## config.mk

```make
export PLATFORM = sky130hd
export DESIGN_NAME = uart_rx_frame
export DESIGN_NICKNAME = d
export VERILOG_FILES = /design/src/rtl/uart_rx_frame.sv
export SDC_FILE = /design/constraint.sdc
export NUM_CORES = 1
export LEC_CHECK = 0
export ABC_AREA = 1
export BUFFER_PORTS_ARGS = -buffer_cell sky130_fd_sc_hd__buf_2
export CORE_MARGIN = 1
export CORE_UTILIZATION = 55
export CTS_CLUSTER_DIAMETER = 200
export DETAILED_ROUTE_END_ITERATION = 7
export PLACE_DENSITY_LB_ADDON = 0.08
export SLEW_MARGIN = 20
export SYNTH_ARGS = -nofsm -noshare
export SYNTH_HDL_FRONTEND = slang
export SYNTH_SLANG_ARGS = --single-unit
```

## constraint.sdc

```tcl
create_clock -name clk -period 2.3 [get_ports clk]
set_clock_uncertainty 0.1 [all_clocks]
set_input_delay 0.23 -clock clk [delete_from_list [all_inputs] [get_ports clk]]
set_output_delay 0.23 -clock clk [all_outputs]
set_load 0.05 [all_outputs]
```

## src/rtl/uart_rx_frame.sv

```systemverilog
// Purpose: 16x-oversampled UART receiver (5-8 data bits, optional parity, 1/2 stop) with glitch-rejecting start detection.
// Latency: rx_valid rises 1 clk after the tick at phase 9 of the last stop bit.
// Backpressure: one-character holding register; a frame completing while it is full is dropped and flagged by overrun; rts_n mirrors rx_valid.
// Ports: clk/reset (async, active-high); rx serial in; data_bit_num/stop_bit_num/parity_en/parity_type frame format;
//        rx_ready consumer accept; rx_data/rx_valid/parity_error/framing_error held character; overrun drop pulse; rts_n flow control.
module uart_rx_frame #(
  parameter int CLK_DIV = 28
) (
  input  logic       clk,
  input  logic       reset,
  input  logic       rx,
  input  logic [1:0] data_bit_num,
  input  logic       stop_bit_num,
  input  logic       parity_en,
  input  logic       parity_type,
  input  logic       rx_ready,
  output logic [7:0] rx_data,
  output logic       rx_valid,
  output logic       parity_error,
  output logic       framing_error,
  output logic       overrun,
  output logic       rts_n
);

  localparam int CW = (CLK_DIV > 1) ? $clog2(CLK_DIV) : 1;

  typedef enum logic [2:0] {S_IDLE, S_START, S_DATA, S_PARITY, S_STOP} state_t;

  state_t       state, state_n;
  logic [CW-1:0] div_cnt;
  logic         tick;
  logic         rx_m, rx_s;
  logic [3:0]   phase;
  logic         s7, s8, maj;
  logic [2:0]   bit_idx;
  logic         stop_idx;
  logic         armed;
  logic [7:0]   shreg;
  logic [1:0]   cfg_nb;
  logic         cfg_sb, cfg_pe, cfg_pt;
  logic         perr, ferr;
  logic         mid, eob, last_data, done;

  assign tick      = (div_cnt == CW'(CLK_DIV - 1));
  assign mid       = tick && (phase == 4'd9);
  assign eob       = tick && (phase == 4'd15);
  // Last data bit index is N-1 = 4 + data_bit_num.
  assign last_data = (bit_idx == {1'b1, cfg_nb});
  // Sample at phase 9 is taken live from rx_s, so the vote uses it directly.
  assign maj       = (s7 & s8) | (s7 & rx_s) | (s8 & rx_s);

  always_ff @(posedge clk or posedge reset) begin
    if (reset) begin
      div_cnt <= '0;
      rx_m    <= 1'b1;
      rx_s    <= 1'b1;
    end else begin
      div_cnt <= tick ? '0 : div_cnt + CW'(1);
      rx_m    <= rx;
      rx_s    <= rx_m;
    end
  end

  always_ff @(posedge clk or posedge reset) begin
    if (reset) state <= S_IDLE;
    else       state <= state_n;
  end

  always_comb begin
    state_n = state;
    done    = 1'b0;
    case (state)
      S_IDLE:   if (tick && armed && !rx_s) state_n = S_START;
      S_START:  begin
        if (mid && maj)  state_n = S_IDLE;   // start bit did not hold low: glitch
        else if (eob)    state_n = S_DATA;
      end
      S_DATA:   if (eob && last_data) state_n = cfg_pe ? S_PARITY : S_STOP;
      S_PARITY: if (eob) state_n = S_STOP;
      S_STOP:   begin
        if (mid && (stop_idx == cfg_sb)) begin
          done    = 1'b1;
          state_n = S_IDLE;
        end
      end
      default:  state_n = S_IDLE;
    endcase
  end

  always_ff @(posedge clk or posedge reset) begin
    if (reset) begin
      phase    <= '0;
      s7       <= 1'b1;
      s8       <= 1'b1;
      bit_idx  <= '0;
      stop_idx <= 1'b0;
      armed    <= 1'b0;
      shreg    <= '0;
      cfg_nb   <= '0;
      cfg_sb   <= 1'b0;
      cfg_pe   <= 1'b0;
      cfg_pt   <= 1'b0;
      perr     <= 1'b0;
      ferr     <= 1'b0;
    end else begin
      if (state_n != state)                phase <= '0;
      else if (tick && (state != S_IDLE))  phase <= phase + 4'd1;

      if (tick && (state != S_IDLE) && (phase == 4'd7)) s7 <= rx_s;
      if (tick && (state != S_IDLE) && (phase == 4'd8)) s8 <= rx_s;

      // A line still low when a frame ends must go high before the next start counts.
      if ((state != S_IDLE) && (state_n == S_IDLE)) armed <= rx_s;
      else if ((state == S_IDLE) && rx_s)           armed <= 1'b1;

      case (state)
        S_START: if (mid && !maj) begin
          cfg_nb   <= data_bit_num;
          cfg_sb   <= stop_bit_num;
          cfg_pe   <= parity_en;
          cfg_pt   <= parity_type;
          shreg    <= '0;
          perr     <= 1'b0;
          ferr     <= 1'b0;
          bit_idx  <= '0;
          stop_idx <= 1'b0;
        end
        S_DATA: begin
          if (mid) shreg[bit_idx] <= maj;
          if (eob && !last_data) bit_idx <= bit_idx + 3'd1;
        end
        S_PARITY: if (mid) perr <= (maj != (cfg_pt ? ^shreg : ~^shreg));
        S_STOP: begin
          if (mid && !maj) ferr <= 1'b1;
          if (eob) stop_idx <= 1'b1;
        end
        default: ;
      endcase
    end
  end

  always_ff @(posedge clk or posedge reset) begin
    if (reset) begin
      rx_data       <= '0;
      rx_valid      <= 1'b0;
      parity_error  <= 1'b0;
      framing_error <= 1'b0;
      overrun       <= 1'b0;
      rts_n         <= 1'b1;
    end else begin
      overrun <= 1'b0;
      rts_n   <= rx_valid;
      if (done) begin
        if (!rx_valid || rx_ready) begin
          rx_data       <= shreg;
          parity_error  <= perr;
          framing_error <= ferr | ~maj;  // include the stop bit being decided now
          rx_valid      <= 1'b1;
        end else begin
          overrun <= 1'b1;
        end
      end else if (rx_valid && rx_ready) begin
        rx_valid <= 1'b0;
      end
    end
  end

endmodule

```

==> run_results.csv <==
group,metric,value,unit
status,status,"finished clean",
power_and_ir_drop,p_per_area,578,mW/mm²
timing,worst_pin_slew,593,ps
critical_path,worst_setup_path_start_kind,"flip-flop",
logic_synthesis,synth_edf_count,0,
cts,h-tree-depth,2,
cts,clk_path_buf_depth,2,
global_routing,overflow,0,
final_layout,finish.instance_area,0.00281,mm²
placed_design,hpwl,3300,µm
logic_synthesis,ys_seq_elements,49,
logic_synthesis,synth-simple-area-share,25.4,%
logic_synthesis,netlist_area,0.00250,mm²
logic_synthesis,synth_area_leader_cell,"dfrtp_1",
run,drv_cap,0,
route,drt_first_iter_violations,113,
logic_synthesis,synthCells,300,
logic_synthesis,yosys-top-cells-count,"nand2_1 (78), dfrtp_1 (44), inv_1 (36), nor2_1 (23), nand3_1 (21)",
placed_design,dp_cells,372,
placed_design,placed_area,0.00267,mm²
critical_path,crit_type,"reg -> reg",
logic_synthesis,yosys-top-cells-area,"dfrtp_1 (44%), nand2_1 (12%), inv_1 (5.4%)",
critical_path,worstReg2RegStart,"div_cnt[0]",
floorplanning,coreArea,0.00435,mm²
route,route.detailed.drc,0,
placed_design,io_buffers,21,
cts,insertion_delay,300,ps
global_routing,grt_usage,20.8,%
critical_path,crit_end,"ferr",
route,wirelength,4380,µm
logic_synthesis,synth_top_family_by_area,"simple AND/OR/NAND/NOR gates",
floorplanning,rows,24,
route,vias_per_cell,4.95,
logic_synthesis,synth_compound_area_share,10.2,%
critical_path,r2r-end,"ferr",
logic_synthesis,synth.distinct_cells,32,
critical_path,critPathArrivalTime,2030,ps
logic_synthesis,yosys_warnings,0,
critical_path,reg2reg_depth,10,
critical_path,startpoint,"div_cnt[0]",
critical_path,ff2ff_setup_slack,370,ps
timing,fmaxAchievable,0.518,GHz
placed_design,gp_congestion,0.998,
timing,max_slew_margin,60.3,%
logic_synthesis,synth_seq_area_share,49.2,%
logic_synthesis,async_reset_ff_share,100,%
final_layout,drive_gt1_share,19.7,%
final_layout,regArea,0.00123,mm²
timing,fin_setup_tns,0,ps
logic_synthesis,synth_fa_ha_area_share,2.50,%
floorplanning,die_x,69.5,µm
route,drt_pass1_iterations,4,
final_layout,num_antenna_cells,0,
route,ant_nets,0,
timing,min_period_over_period,84.0,%
power_and_ir_drop,peakVddDrop,412,µV
global_routing,grt_pass1_wl,7880,µm
cts,ctsResizeCount,0,
logic_synthesis,synth.area.mux_share,0,%
timing,period_minus_slack,1930,ps
logic_synthesis,synth_top_area_share,44.0,%
global_routing,grt_max_degree,18,
timing,finalHoldViolCount,0,
power_and_ir_drop,power_leakage,1.42,nW
critical_path,worstPathRequired,2400,ps
final_layout,fill_cells,370,
cts,numCtsBuffers,5,
timing,final_max_slew_viol_count,0,
floorplanning,pin_count,22,
cts,cts.sinks,49,
timing,setup_viol,0,
global_routing,antenna_found_initial,0,
cts,root_buffer,"clkbuf_8",
cts,clk_pin_slew_worst_paths,90,ps
floorplanning,dieArea,0.00483,mm²
route,wire_per_inst,11.5,µm
critical_path,crit_path_end_kind,"flip-flop",
global_routing,grt_pass1_vias,1705,
floorplanning,start_util,57.5,%
logic_synthesis,synth.most_common_cell,"nand2_1",
logic_synthesis,syn_area_per_cell,8.35,µm²
logic_synthesis,synth_flop_cell,"dfrtp_1",
final_layout,fin_nets,343,
route,vias,1892,
critical_path,cp_max_fo,10,
final_layout,multi_input_area,0.00107,mm²
final_layout,areaGrowthSynthToFinish,12.2,%
worst_hold_path,hp-class,"in -> reg",
floorplanning,fp.dieH,69.5,µm
cts,tritoncts,"yes",
logic_synthesis,synth_xor_area_share,4.55,%
logic_synthesis,synthesis.nets,314,
timing,rsz0062_at_grt,"no",
final_layout,layout.cells.non_filler,382,
## worst min-delay path by stage
stage / from / end / slack [ps] / depth (start not counted)
finish: parity_en / cfg_pe / 30 / 3
global route: data_bit_num[1] / cfg_nb[1] / 20 / 3
CTS: data_bit_num[1] / cfg_nb[1] / 20 / 3
detailed placement: reset / phase[0] / 110 / 2
global placement: reset / phase[0] / 110 / 2
floorplan: rx / rx_m / 130 / 0
## state kept, by name, indices dropped and copies added, names as in the netlist
| name | cells |
|---|---|
| rx_data | 8 |
| rts_n | 1 |
| state | 3 |
| cfg_nb | 2 |
| s7 | 1 |
| bit_idx | 3 |
| overrun | 1 |
| stop_idx | 1 |
| s8 | 1 |
| parity_error | 1 |
| phase | 4 |
| cfg_pe | 1 |
| cfg_pt | 1 |
| framing_error | 1 |
| rx_s | 1 |
| rx_m | 1 |
| rx_valid | 1 |
| ferr | 1 |
| cfg_sb | 1 |
| armed | 1 |
| perr | 1 |
| div_cnt | 5 |
| shreg | 8 |
## timing repair
item,CTS,global route
setup endpoints to repair,0,0
hold buffers,2,0
endpoints found under the hold margin,13,0
buffers inserted,0,0
## through the flow
step | util (%) | hold WS, ps | setup WS, ps | total power, mW
3_5_place_dp | 61.3 | 113 | 375 | 1.00
4_1_cts | 64.5 | 21.4 | 359 | 1.65
5_1_grt | 64.5 | 24.6 | 123 | 1.69
3_3_place_gp | 61.3 | 111 | 408 | 1.00
2_1_floorplan | - | 134 | 506 | 0.972
6_report | 64.5 | 29.4 | 369 | 1.62
## power by group
group	switching, mW	internal, mW
logic	0.0728	0.0297
registers	0.0112	0.875
clock network	0.281	0.353
total	0.365	1.26
## critical path, cell delays in order, from the launching register on
cell and delay, ps:
dfrtp_1 370, ha_1 200, nand2_1 150, nor2_8 180, nand2_2 70, clkinv_2 80, nand2_1 90, nor2_2 340
inv_2 120, nand2_1 80, o21ai_1 50
## metal layers
layer | up-vias | track usage, % | routed length [µm]
li1 | 1015 | - | -
met1 | 828 | 31.7 | 2270
met2 | 42 | 28.6 | 1870
met3 | 7 | 5.09 | 159
met4 | 0 | 7.48 | 77
met5 | - | 0 | 0
## final cells by class
type                            instances  area share, %
Clock buffer                            6           2.94
Timing Repair Buffer                   26           5.25
Multi-Input combinational cell        201           38.0
Tap cell                               52           2.32
Sequential cell                        49           43.9
Clock inverter                          2           1.34
Inverter                               46           6.28
## cell usage in the layout (no fill, tap or decap), types with 2 or more instances in the layout
cell	n
nand2_1	78
dfrtp_1	44
inv_1	35
nor2_1	23
nand3_1	21
buf_2	21
o21ai_0	10
a21oi_1	10
inv_2	8
xnor2_1	7
o22ai_1	7
o21ai_2	7
xor2_1	6
clkbuf_8	6
nand4_1	5
nor3_1	5
ha_1	5
dfstp_2	5
nand2_2	4
buf_4	3
nor2_8	2
nor2_2	2
o21ai_1	2
dlygate4sd3_1	2
## cell families after synthesis
group / count (synthesis)
compound gates: 41
flops: 49
simple gates: 142
xor+xnor: 13
buf+inv: 50
fa+ha+maj: 5
(Power assumes the default switching activity.)
